File: src/rtl/vnu_sched_if.sv
// Scheduler bus for the shared shuffled VNU.
// Groups the control handshake, the LLR/C2V read port, the VNU operand and
// result buses and the V2C/APP write-back port.
//   slave  : the scheduler side (vnu_sched)
//   master : the environment side (memories, VNU, controller)
// Parameters: ADDR_W node-address width, ITER_W iteration-counter width.
interface vnu_sched_if #(
    parameter int unsigned ADDR_W = 6,
    parameter int unsigned ITER_W = 4
);
    // control
    logic                    i_start;
    logic                    i_hold;
    logic                    o_busy;
    logic                    o_done;
    logic [ITER_W-1:0]       o_iter;
    // LLR / C2V memory read port
    logic [ADDR_W-1:0]       o_rd_addr;
    logic                    o_rd_en;
    logic [8:0]              i_llr;
    logic [3:0][5:0]         i_c2v;
    // VNU operands and result
    logic [8:0]              o_vnu_lo;
    logic [3:0][5:0]         o_vnu_data;
    logic [4:0][9:0]         i_vnu_data;
    // V2C / APP memory write port
    logic                    o_wr_en;
    logic [ADDR_W-1:0]       o_wr_addr;
    logic [3:0][9:0]         o_v2c;
    logic [9:0]              o_app;
    logic                    o_hd;

    modport slave (
        input  i_start, i_hold, i_llr, i_c2v, i_vnu_data,
        output o_busy, o_done, o_iter, o_rd_addr, o_rd_en,
               o_vnu_lo, o_vnu_data, o_wr_en, o_wr_addr, o_v2c, o_app, o_hd
    );

    modport master (
        output i_start, i_hold, i_llr, i_c2v, i_vnu_data,
        input  o_busy, o_done, o_iter, o_rd_addr, o_rd_en,
               o_vnu_lo, o_vnu_data, o_wr_en, o_wr_addr, o_v2c, o_app, o_hd
    );
endinterface

File: src/rtl/vnu_sched.sv
// Scheduler for one shared, purely combinational shuffled VNU.
// Walks all N_VN variable nodes for N_ITER iterations, one node per unheld
// cycle, through a three-stage pipeline:
//   S0 : read strobe and node address to the LLR/C2V memories
//   S1 : read data captured into the VNU operand registers
//   S2 : VNU result captured into the V2C/APP registers, write strobe high
// Read data for the address issued in S0 is sampled at the edge closing S0,
// so the write strobe for a node comes two cycles after its read strobe.
// i_hold freezes the FSM, counters and every pipeline register and masks the
// read/write strobes and the done pulse.
// Ports:
//   clk  rising-edge clock
//   rst  synchronous active-high reset
//   bus  vnu_sched_if.slave (control, read port, VNU buses, write port)
module vnu_sched #(
    parameter int unsigned N_VN   = 64,
    parameter int unsigned N_ITER = 8,
    parameter int unsigned ADDR_W = 6,
    parameter int unsigned ITER_W = 4
) (
    input  logic        clk,
    input  logic        rst,
    vnu_sched_if.slave  bus
);

    localparam int unsigned LLR_W = 9;
    localparam int unsigned C2V_W = 6;
    localparam int unsigned V2C_W = 10;
    localparam int unsigned N_EDG = 4;

    typedef enum logic [1:0] {
        IDLE  = 2'd0,
        RUN   = 2'd1,
        DRAIN = 2'd2,
        DONE  = 2'd3
    } state_t;

    state_t                        state;
    state_t                        state_nxt;

    logic [ADDR_W-1:0]             vn;
    logic [ITER_W-1:0]             iter;
    logic                          s1_vld;
    logic                          s2_vld;
    logic [ADDR_W-1:0]             s1_addr;
    logic [ADDR_W-1:0]             s2_addr;
    logic [LLR_W-1:0]              lo_q;
    logic [N_EDG-1:0][C2V_W-1:0]   c2v_q;
    logic [N_EDG-1:0][V2C_W-1:0]   v2c_q;
    logic [V2C_W-1:0]              app_q;

    logic                          adv;
    logic                          last_vn;
    logic                          last_iter;
    logic                          rd_en;
    logic                          wr_en;
    logic                          done;
    logic                          busy;

    // Pipeline advances on every unheld cycle
    assign adv       = ~bus.i_hold;
    assign last_vn   = (vn == ADDR_W'(N_VN - 1));
    assign last_iter = (iter == ITER_W'(N_ITER - 1));

    // State register
    always_ff @(posedge clk) begin : state_reg
        if (rst) begin
            state <= IDLE;
        end else begin
            state <= state_nxt;
        end
    end

    // Next-state and strobe decode
    always_comb begin : state_dec
        state_nxt = state;
        rd_en     = 1'b0;
        wr_en     = 1'b0;
        done      = 1'b0;
        busy      = 1'b0;

        wr_en = s2_vld & adv;

        case (state)
            IDLE: begin
                if (adv && bus.i_start) begin
                    state_nxt = RUN;
                end
            end
            RUN: begin
                busy  = 1'b1;
                rd_en = adv;
                if (adv && last_vn && last_iter) begin
                    state_nxt = DRAIN;
                end
            end
            DRAIN: begin
                busy = 1'b1;
                // S1 empty means the node in S2 is the last one and leaves at this edge
                if (adv && !s1_vld) begin
                    state_nxt = DONE;
                end
            end
            DONE: begin
                done = adv;
                if (adv) begin
                    state_nxt = IDLE;
                end
            end
            default: begin
                state_nxt = IDLE;
            end
        endcase
    end

    // Node/iteration counters
    always_ff @(posedge clk) begin : cnt_regs
        if (rst) begin
            vn   <= '0;
            iter <= '0;
        end else if (adv) begin
            if (state == RUN) begin
                if (last_vn) begin
                    vn <= '0;
                    // Iteration index stays on the final value while draining
                    if (!last_iter) begin
                        iter <= iter + ITER_W'(1);
                    end
                end else begin
                    vn <= vn + ADDR_W'(1);
                end
            end else if (state == DONE) begin
                vn   <= '0;
                iter <= '0;
            end
        end
    end

    // S1: memory read data into VNU operand registers (raw bits)
    always_ff @(posedge clk) begin : s1_regs
        if (rst) begin
            s1_vld  <= 1'b0;
            s1_addr <= '0;
            lo_q    <= '0;
            c2v_q   <= '0;
        end else if (adv) begin
            s1_vld <= (state == RUN);
            if (state == RUN) begin
                s1_addr <= vn;
                lo_q    <= bus.i_llr;
                c2v_q   <= bus.i_c2v;
            end
        end
    end

    // S2: VNU result into write-back registers (raw bits)
    always_ff @(posedge clk) begin : s2_regs
        if (rst) begin
            s2_vld  <= 1'b0;
            s2_addr <= '0;
            v2c_q   <= '0;
            app_q   <= '0;
        end else if (adv) begin
            s2_vld <= s1_vld;
            if (s1_vld) begin
                s2_addr <= s1_addr;
                v2c_q   <= bus.i_vnu_data[N_EDG-1:0];
                app_q   <= bus.i_vnu_data[N_EDG];
            end
        end
    end

    assign bus.o_busy     = busy;
    assign bus.o_done     = done;
    assign bus.o_iter     = iter;
    assign bus.o_rd_addr  = vn;
    assign bus.o_rd_en    = rd_en;
    assign bus.o_vnu_lo   = lo_q;
    assign bus.o_vnu_data = c2v_q;
    assign bus.o_wr_en    = wr_en;
    assign bus.o_wr_addr  = s2_addr;
    assign bus.o_v2c      = v2c_q;
    assign bus.o_app      = app_q;
    // Hard decision is the APP sign, aligned with the write strobe
    assign bus.o_hd       = app_q[V2C_W-1];

endmodule

File: src/flat_wrapper.sv
// flat-port wrapper written by rule: the top's interface ports become plain ports
module vnu_sched_flat 
#(
    parameter int unsigned N_VN   = 64,
    parameter int unsigned N_ITER = 8,
    parameter int unsigned ADDR_W = 6,
    parameter int unsigned ITER_W = 4
)
  (clk, rst, bus_i_start, bus_i_hold, bus_i_llr, bus_i_c2v, bus_i_vnu_data, bus_o_busy, bus_o_done, bus_o_iter, bus_o_rd_addr, bus_o_rd_en, bus_o_vnu_lo, bus_o_vnu_data, bus_o_wr_en, bus_o_wr_addr, bus_o_v2c, bus_o_app, bus_o_hd);
  vnu_sched_if #(.ADDR_W(ADDR_W), .ITER_W(ITER_W)) bus_i ();
  input  logic clk;
  input  logic rst;
  input wire logic [$bits(bus_i.i_start)-1:0] bus_i_start;
  input wire logic [$bits(bus_i.i_hold)-1:0] bus_i_hold;
  input wire logic [$bits(bus_i.i_llr)-1:0] bus_i_llr;
  input wire logic [$bits(bus_i.i_c2v)-1:0] bus_i_c2v;
  input wire logic [$bits(bus_i.i_vnu_data)-1:0] bus_i_vnu_data;
  output wire logic [$bits(bus_i.o_busy)-1:0] bus_o_busy;
  output wire logic [$bits(bus_i.o_done)-1:0] bus_o_done;
  output wire logic [$bits(bus_i.o_iter)-1:0] bus_o_iter;
  output wire logic [$bits(bus_i.o_rd_addr)-1:0] bus_o_rd_addr;
  output wire logic [$bits(bus_i.o_rd_en)-1:0] bus_o_rd_en;
  output wire logic [$bits(bus_i.o_vnu_lo)-1:0] bus_o_vnu_lo;
  output wire logic [$bits(bus_i.o_vnu_data)-1:0] bus_o_vnu_data;
  output wire logic [$bits(bus_i.o_wr_en)-1:0] bus_o_wr_en;
  output wire logic [$bits(bus_i.o_wr_addr)-1:0] bus_o_wr_addr;
  output wire logic [$bits(bus_i.o_v2c)-1:0] bus_o_v2c;
  output wire logic [$bits(bus_i.o_app)-1:0] bus_o_app;
  output wire logic [$bits(bus_i.o_hd)-1:0] bus_o_hd;
  assign bus_i.i_start = bus_i_start;
  assign bus_i.i_hold = bus_i_hold;
  assign bus_i.i_llr = bus_i_llr;
  assign bus_i.i_c2v = bus_i_c2v;
  assign bus_i.i_vnu_data = bus_i_vnu_data;
  assign bus_o_busy = bus_i.o_busy;
  assign bus_o_done = bus_i.o_done;
  assign bus_o_iter = bus_i.o_iter;
  assign bus_o_rd_addr = bus_i.o_rd_addr;
  assign bus_o_rd_en = bus_i.o_rd_en;
  assign bus_o_vnu_lo = bus_i.o_vnu_lo;
  assign bus_o_vnu_data = bus_i.o_vnu_data;
  assign bus_o_wr_en = bus_i.o_wr_en;
  assign bus_o_wr_addr = bus_i.o_wr_addr;
  assign bus_o_v2c = bus_i.o_v2c;
  assign bus_o_app = bus_i.o_app;
  assign bus_o_hd = bus_i.o_hd;
  vnu_sched #(.N_VN(N_VN), .N_ITER(N_ITER), .ADDR_W(ADDR_W), .ITER_W(ITER_W)) u_core (.clk(clk), .rst(rst), .bus(bus_i));
endmodule
File: config.mk
export PLATFORM = sky130hd
export DESIGN_NAME = vnu_sched_flat
export DESIGN_NICKNAME = d
export VERILOG_FILES = /design/src/rtl/vnu_sched_if.sv /design/src/rtl/vnu_sched.sv /design/src/flat_wrapper.sv
export SDC_FILE = /design/constraint.sdc
export NUM_CORES = 1
export LEC_CHECK = 0
export ABC_AREA = 1
export BUFFER_PORTS_ARGS = -buffer_cell sky130_fd_sc_hd__buf_4
export CAP_MARGIN = 20
export CORE_MARGIN = 4
export CORE_UTILIZATION = 36
export CTS_CLUSTER_DIAMETER = 60
export DETAILED_ROUTE_END_ITERATION = 8
export PLACE_DENSITY_LB_ADDON = 0.1
export SYNTH_ARGS = -nofsm -noshare
export SYNTH_HDL_FRONTEND = slang
export SYNTH_SLANG_ARGS = --single-unit
File: constraint.sdc
create_clock -name clk -period 1.7 [get_ports clk]
set_clock_uncertainty 0.05 [all_clocks]
set_input_delay 0.085 -clock clk [delete_from_list [all_inputs] [get_ports clk]]
set_output_delay 0.085 -clock clk [all_outputs]
set_load 0.05 [all_outputs]
==> flow_summary.ini, run 1 <==
[final_layout]
nFillCells = 941
stdcell_count = 949
fin_nets = 898
stdcell_area_sq_mm = 0.006933
areaGrowthSynthToFinish_pct = 67.25
final_util_pct = 62.85
layout-drive-gt1-share_pct = 29.42
antennaDiodeCount = 0
multiInputGateArea_sq_mm = 0.001695
register_area_sq_mm = 0.002188
largest_reg_flops = 40

[min_path]
whs_path_depth = 8
hold_path.class = in -> reg
hold_end = u_core.state[0]
hold_path.startpoint = bus_i_start

[logic_synthesis]
synth-adder-area-share_pct = 2.113
ys_seq_area_share_pct = 52.64
synth_edf_count = 0
synth_top_area_share_pct = 52.64
ys_seq_elements = 109
synth_area_sq_mm = 0.004145
synth.area.mux_share_pct = 0
syn-mean-instance-area_sq_um = 7.734
yosysWarnings = 0
synthArstFlopShare_pct = 0
synthSimpleGateAreaFrac_pct = 24.42
synth_ff_type = dfxtp_1
yosysMostFrequentCell = nor2_1
synth_top_family_by_area = simple AND/OR/NAND/NOR gates
synthTopCellsByArea = dfxtp_1 (53%), nor2_1 (18%), o21ai_0 (11%)
ys_top_cells_by_count = nor2_1 (199), dfxtp_1 (109), o21ai_0 (90)
synth_compound_gate_area_share_pct = 13.64
yosysTopAreaCell = dfxtp_1
syn-num-nets = 630
synth_cells = 536
synth_xor_area_share_pct = 0.4226
yosysUniqueCellTypes = 25

[detailed_routing]
routed_via_density = 4.600
route.detailed.drc = 0
drt_wl_total_um = 12940
first_pass_iters = 4
wire_per_inst_um = 13.64
drtIter0Drc = 291
vias = 4365
ant_nets = 0

[place]
place_congestion = 0.7848
place_area_sq_mm = 0.005657
place_ws_ns = 0.005221
portBuffers = 190
place_inst = 845
post-dp-hpwl_um = 8255

[cts]
cts_tree = done
clock_path_buffers = 2
cts_root_buf = clkbuf_16
clock-sinks = 109
htreeDepth = 3
insertion_delay_ns = 0.34
clk_pin_slew_ns = 0.06
numCtsBuffers = 9

[floorplan]
rows = 38
start_util_pct = 37.58
die_w_um = 115.3
die_h_um = 115.3
io_pins = 191
die_area_sq_mm = 0.01330
core-area_sq_mm = 0.01103

[grt]
grt_remaining_overflow = 0
grt_max_degree = 54
antenna_found_initial = 0
grt_pass1_vias = 4201
grt_usage_pct = 18.76
grt_pass1_wl_um = 20220

[sta]
hold_viol = 0
slew_headroom_pct = 72.08
setup_viol = 0
setup_tns_ns = 0
slew_violations = 0
hold_slack_ns = 0.2575
setup_ws_ns = 0.1190
period_share_pct = 93.00
worst_pin_slew_ns = 0.4182
clock.fmax_ghz = 0.6325
fin_crit_ns = 1.581

[critical_path]
crit_arrival_ns = 1.76
cp-end-kind = flop
rrSetupSlack_ns = 0.12
crit_required_ns = 1.88
reg2reg_depth = 7
worstPathMaxFanout = 4
rr_endpoint = u_core.state[0]
r2r_start = u_core.state[0]
path_class = reg -> reg
critPathLaunchType = flop

[pwr]
p_per_area_mw_per_mm2 = 1223
finalPower_mw = 8.476
ir_worst_vdd_v = 0.0008424
leakage_nw = 3.200

[flow_run]
maxCapViolCount = 0

[run_status]
outcome = finished clean
[metal layers]
layer,up-vias,wire length [um],track usage (%)
met4,0,192,5.243
met2,157,6266,32.72
met1,1949,5438,22.75
met5,-,0,0
li1,2243,-,-
met3,16,1042,5.053
[cells in the final DEF (no fill, tap or decap), types with 9 or more instances in the layout]
master,n
inv_1,16
o21ai_1,9
a21oi_1,12
clkbuf_16,9
nand2_1,32
nor2_1,199
dfxtp_1,104
nand3_1,9
dlygate4sd3_1,85
o21ai_0,89
buf_4,198
[critical path, stage by stage, from the launching register on]
cell and delay, ns:
dfxtp_2 0.38, inv_1 0.10, ha_1 0.21, or2_2 0.30, a21oi_1 0.21, nand4_1 0.11, nand2_1 0.08, nor2_1 0.04
[how the worst max path moves through the flow]
stage | cells past startpoint | to | start | slack [ns]
after floorplan | 8 | u_core.bus.o_iter[3] | u_core.bus.o_rd_addr[0] | 0.009
after detailed placement | 9 | u_core.bus.o_rd_addr[5] | u_core.state[1] | 0.005
after global placement | 10 | u_core.bus.o_rd_addr[5] | u_core.state[1] | 0.07
after global routing | 9 | u_core.state[1] | u_core.bus.o_rd_addr[0] | -0.001
after CTS | 6 | bus_o_rd_en | u_core.state[1] | 0.01
final | 7 | u_core.state[0] | u_core.state[0] | 0.12
[cell type report]
type                            instances  share of cell area, %
Timing Repair Buffer                  288                  35.39
Sequential cell                       109                  31.56
Multi-Input combinational cell        373                  24.45
Clock buffer                           12                  3.700
Tap cell                              140                  2.527
Inverter                               23                  1.245
Clock inverter                          4                  1.119
[kinds of logic after synthesis]
logic type	count (synthesis)
adder cells (fa/ha/maj)	7
AO/OA/AOI/OAI	112
buffers and inverters	54
flip-flops	109
XOR/XNOR	2
AND/OR/NAND/NOR	252
[report_power, final]
group | internal [mW] | total, mW | leakage (nW) | switching, mW
Clock | 1.38 | 2.30 | 0.163 | 0.917
Sequential | 2.91 | 3.12 | 0.887 | 0.210
Combinational | 1.08 | 3.06 | 2.15 | 1.98
Total | 5.37 | 8.48 | 3.20 | 3.11
[repair_timing]
item | 4_1_cts | 5_1_grt
setup endpoints to repair | 2 | 40
hold buffers | 85 | 0
pin swaps | 1 | 1
resized for setup | 3 | 4
setup buffers | 1 | 0
gates cloned | 2 | 0
hold endpoints to repair | 89 | 0
(Power assumes the default switching activity.)
==> run 2, diff against run 1 <==
- CORE_ASPECT_RATIO: default -> 0.8
==> run 2 against run 1 <==
Against the previous run:
- final area fell by 1.2%
- wire length fell by 0.84%
- core utilization shrank 0.91 points
- non-clock buffer count is the same
- critical endpoint is now u_core.bus.o_vnu_lo[2]
- highest routed layer unchanged
- combinational power is 2% lower
- maximum frequency down 2.0%
==> flow_summary.ini, run 2 (same netlist as run 1, synthesis figures left out) <==
[run_status]
outcome = finished clean

[critical_path]
worstPathMaxFanout = 33
crit_required_ns = 1.91
worst_path_max_delay_cell = dfxtp_2
cp.depth = 8
rr_endpoint = u_core.bus.o_vnu_lo[2]
crit_family = buffers and inverters
r2r_start = u_core.state[1]
path_class = reg -> reg
cp-end-kind = flop
cp_num_buf_inv = 4
cp-endpoint = u_core.bus.o_vnu_lo[2]
critPathLaunchType = flop
slowest_delay_ns = 0.34
worstPathCellList = inv_2 > ha_2 > inv_2 > nor2_4 > buf_4 > buf_4 > o21ai_0 > nor2_1
setup.worst_path.start = u_core.state[1]
crit_arrival_ns = 1.83
rrSetupSlack_ns = 0.09
reg2reg_depth = 8

[floorplan]
start_util_pct = 37.48
rows = 34
die_h_um = 104.0
die_area_sq_mm = 0.01331
die_w_um = 128.0
io_pins = 191
core-area_sq_mm = 0.01106

[cts]
insertion_delay_ns = 0.33
clk_pin_slew_ns = 0.06
cts_tree = done
clock_path_buffers = 2
clock-sinks = 109
numCtsBuffers = 9
htreeDepth = 3
cts_root_buf = clkbuf_16

[grt]
grt_pass1_vias = 4270
antenna_found_initial = 0
grt_pass1_wl_um = 20640
grt_max_degree = 57
grt_usage_pct = 18.72
grt_remaining_overflow = 0

[final_layout]
final_cell_mix = buf_4 (200), nor2_1 (199), dfxtp_1 (104)
layout_commonest_cell = buf_4
areaGrowthSynthToFinish_pct = 65.29
largest_reg_flops = 40
stdcell_count = 952
fin_nets = 898
nFillCells = 978
register_area_sq_mm = 0.002188
stdcell_area_sq_mm = 0.006852
multiInputGateArea_sq_mm = 0.001685
layout-drive-gt1-share_pct = 29.37

[detailed_routing]
vias = 4380
drtIter0Drc = 171
wire_per_inst_um = 13.48
route.detailed.drc = 0
ant_nets = 0
drt_wl_total_um = 12830
routed_via_density = 4.601
first_pass_iters = 5

[pwr]
p_per_area_mw_per_mm2 = 1201
ir_worst_vdd_v = 0.0006616
finalPower_mw = 8.229
leakage_nw = 3.164

[sta]
setup_tns_ns = 0
fin_crit_ns = 1.613
clock.fmax_ghz = 0.6201
grt_setup_unrepaired = false
slew_headroom_pct = 78.40
hold_viol = 0
worst_pin_slew_ns = 0.3206
hold_slack_ns = 0.01434
period_share_pct = 94.86
setup_viol = 0
slew_violations = 0

[place]
place_area_sq_mm = 0.005692
portBuffers = 190
place_inst = 853
place_congestion = 0.7826
post-dp-hpwl_um = 8431

[min_path]
hold_path.class = in -> reg

[flow_run]
maxCapViolCount = 0
==> run 2: what timing repair did <==
action                                 CTS  global route
resized for setup                        6             1
pin swaps                                1             0
setup endpoints to repair                1             1
endpoints found under the hold margin   88             0
hold buffers                            84             0
buffers inserted                         1             0
==> run 2: worst min-delay path by stage <==
stage / from / endpoint / slack (ns) / cells past startpoint
floorplan: rst / u_core.bus.o_iter[0] / 0.1 / 1
global placement: bus_i_c2v[12] / u_core.bus.o_vnu_data[12] / 0.25 / 3
detailed placement: bus_i_llr[3] / u_core.bus.o_vnu_lo[3] / 0.26 / 3
CTS: bus_i_vnu_data[4] / u_core.bus.o_v2c[4] / 0.0004 / 3
global route: bus_i_vnu_data[4] / u_core.bus.o_v2c[4] / 0.02 / 3
finish: bus_i_vnu_data[4] / u_core.bus.o_v2c[4] / 0.01 / 3
==> run 2: per-stage QoR <==
stage                     setup slack (ns)  util (%)
after floorplan                   0.009192         -
after global placement              0.1739     51.46
after detailed placement           0.06583     51.46
after CTS                          0.02127     61.98
after global routing              0.008885     61.92
final                              0.08737     61.95
==> run 2: metal layers <==
layer,vias to the layer above,track usage [%],wire [um]
met5,-,0,0
met2,139,31.69,6155
met1,1978,22.42,5501
met3,24,6.006,926
met4,0,5.985,248
li1,2239,-,-
==> run 2: area by class of cell <==
class	instances	area share [%]
well taps	144	2.630
diodes	1	0.03652
inverters	23	1.260
multi-input cells	373	24.60
flip-flops and latches	109	31.94
clock buffers	13	3.944
clock inverters	1	0.4383
repair buffers	288	35.15
==> run 2: tightest hold or removal path, delay by kind of cell <==
| family | cells | cell delay (ns) |
|---|---|---|
| and+or+nand+nor | 1 | 0.10 |
| AOI/OAI and AO/OA | 1 | 0.09 |
| buffers and inverters | 1 | 0.08 |
==> run 2: where the power goes <==
| part | switching [mW] | internal, mW |
|---|---|---|
| sequential | 0.201 | 2.91 |
| clock | 0.863 | 1.25 |
| combinational | 1.98 | 1.02 |
| total | 3.05 | 5.18 |
==> run 3, diff against run 2 <==
--- a/config.mk
+++ b/config.mk
@@ -15,4 +15,5 @@
 export DETAILED_ROUTE_END_ITERATION = 8
 export PLACE_DENSITY_LB_ADDON = 0.1
+export RECOVER_POWER = 50
 export SYNTH_ARGS = -nofsm -noshare
 export SYNTH_HDL_FRONTEND = slang
==> constraint.sdc (replaced) <==
create_clock -name clk -period 1.7 [get_ports clk]
set_clock_uncertainty 0.05 [all_clocks]
set_input_delay 0.17 -clock clk [delete_from_list [all_inputs] [get_ports clk]]
set_output_delay 0.17 -clock clk [all_outputs]
set_load 0.05 [all_outputs]
==> run 3 against run 2 <==
Against the previous run:
- worst hold slack worse by 0.0034 ns
- worst setup slack worse by 0.022 ns
- final cell count is 6.8% lower
- sequential share of layout area is 5.4 points higher
- sequential cell count stayed put
- combinational power is 12% lower
- largest cell class is now flip-flops and latches
- critical endpoint is now bus_o_rd_en
==> flow_summary.ini, run 3 (same netlist as run 1, synthesis figures left out) <==
[sta]
slew_headroom_pct = 55.91
fin_crit_ns = 1.634
period_share_pct = 96.13
slew_violations = 0
setup_ws_ns = 0.06579
hold_slack_ns = 0.01096
worst_pin_slew_ns = 0.6642
hold_viol = 0
setup_viol = 0
clock.fmax_ghz = 0.6119
setup_tns_ns = 0
grt_setup_unrepaired = true

[final_layout]
final_cell_mix = nor2_1 (199), buf_4 (113), dfxtp_1 (104)
stdcell_area_sq_mm = 0.005872
largest_reg_flops = 40
antennaDiodeCount = 0
layout_commonest_cell = nor2_1
areaGrowthSynthToFinish_pct = 41.65
layout-drive-gt1-share_pct = 20.59
nFillCells = 1160
final_util_pct = 53.09
fin_nets = 832

[cts]
insertion_delay_ns = 0.34
clock_path_buffers = 2
numCtsBuffers = 9
cts_root_buf = clkbuf_16
clk_pin_slew_ns = 0.07
htreeDepth = 3
clock-sinks = 109
cts_tree = done

[grt]
antenna_found_initial = 0
grt_max_degree = 57
grt_pass1_vias = 3848
grt_usage_pct = 17.35
grt_remaining_overflow = 0
grt_pass1_wl_um = 19250

[detailed_routing]
drt_wl_total_um = 11900
route.detailed.drc = 0
drtIter0Drc = 173
wire_per_inst_um = 13.41
ant_nets = 0
first_pass_iters = 4
routed_via_density = 4.652
vias = 4126

[critical_path]
worstPathMaxFanout = 6
crit_required_ns = 1.48
cp-end-kind = output pin
path_class = reg -> out
critPathLaunchType = flop
crit_arrival_ns = 1.41

[floorplan]
core-area_sq_mm = 0.01106
die_w_um = 128.0
die_h_um = 104.0
rows = 34
start_util_pct = 37.48
die_area_sq_mm = 0.01331
io_pins = 191

[pwr]
ir_worst_vdd_v = 0.0006981
combPwrFrac_pct = 33.9
seq_power_share_pct = 39.4
clkPwrFrac_pct = 26.7
p_sw_mw = 3.095
leakage_nw = 2.519
p_per_area_mw_per_mm2 = 1339
switching_share_pct = 39.36
internal-power_mw = 4.768

[place]
post-dp-hpwl_um = 8302
portBuffers = 190
place_area_sq_mm = 0.005677
place_ws_ns = 0.06160
place_congestion = 0.7860

[flow_run]
maxCapViolCount = 0

[run_status]
outcome = finished clean

[min_path]
hold_path.class = in -> reg
## run 3: what timing repair did
item / 4_1_cts / 5_1_grt
hold buffers: 18 / 0
setup endpoints to repair: 1 / 7
endpoints found under the hold margin: 18 / 0
resized for setup: 7 / 5
gates cloned: 0 / 0
setup buffers: 0 / 2
## run 3: worst paths after layout
path | depth (start not counted) | startpoint | slack, ns | end
max | 6 | u_core.state[1] | 0.07 | bus_o_rd_en
min reg2reg | 2 | u_core.s2_vld | 0.42 | u_core.s2_vld
max reg2reg | 8 | u_core.state[0] | 0.15 | u_core.state[0]
min | 3 | bus_i_c2v[15] | 0.01 | u_core.bus.o_vnu_data[15]
## run 3: cell type report
cell class | count | area [sq um] | area share (%)
timing repair buffer | 222 | 1420 | 24.18
sequential | 109 | 2191 | 37.31
multi-input combinational | 373 | 1695 | 28.87
clock inverter | 7 | 73.82 | 1.257
tap | 144 | 180.2 | 3.068
inverter | 23 | 86.33 | 1.470
clock buffer | 9 | 225.2 | 3.836
## run 3: metrics by stage
stage / power [mW] / instances
floorplan: 5.087 / 536
global placement: 5.931 / 851
detailed placement: 5.971 / 851
CTS: 8.173 / 885
global route: 8.306 / 887
finish: 7.863 / 887
## run 3: critical path: stages, from the launching register on
cell and delay [ns]:
dfxtp_2 0.34, inv_2 0.09, ha_4 0.17, inv_2 0.06
nor2_4 0.13, buf_8 0.14, buf_8 0.14
## run 3: routing by layer
layer | vias to the layer above | global-route usage, % | share of wire, %
li1 | 2115 | - | -
met1 | 1864 | 22.11 | 44
met2 | 133 | 28.18 | 46
met3 | 14 | 5.698 | 8.3
met4 | 0 | 4.621 | 1.2
met5 | - | 0 | 0
## run 3: power by group through the flow
stage	combinational (mW)	sequential [mW]	clock (mW)
floorplan	0.940	4.15	0
global placement	2.79	3.14	0
detailed placement	2.82	3.15	0
CTS	2.89	3.10	2.18
global route	2.89	3.15	2.27
finish	2.66	3.10	2.10
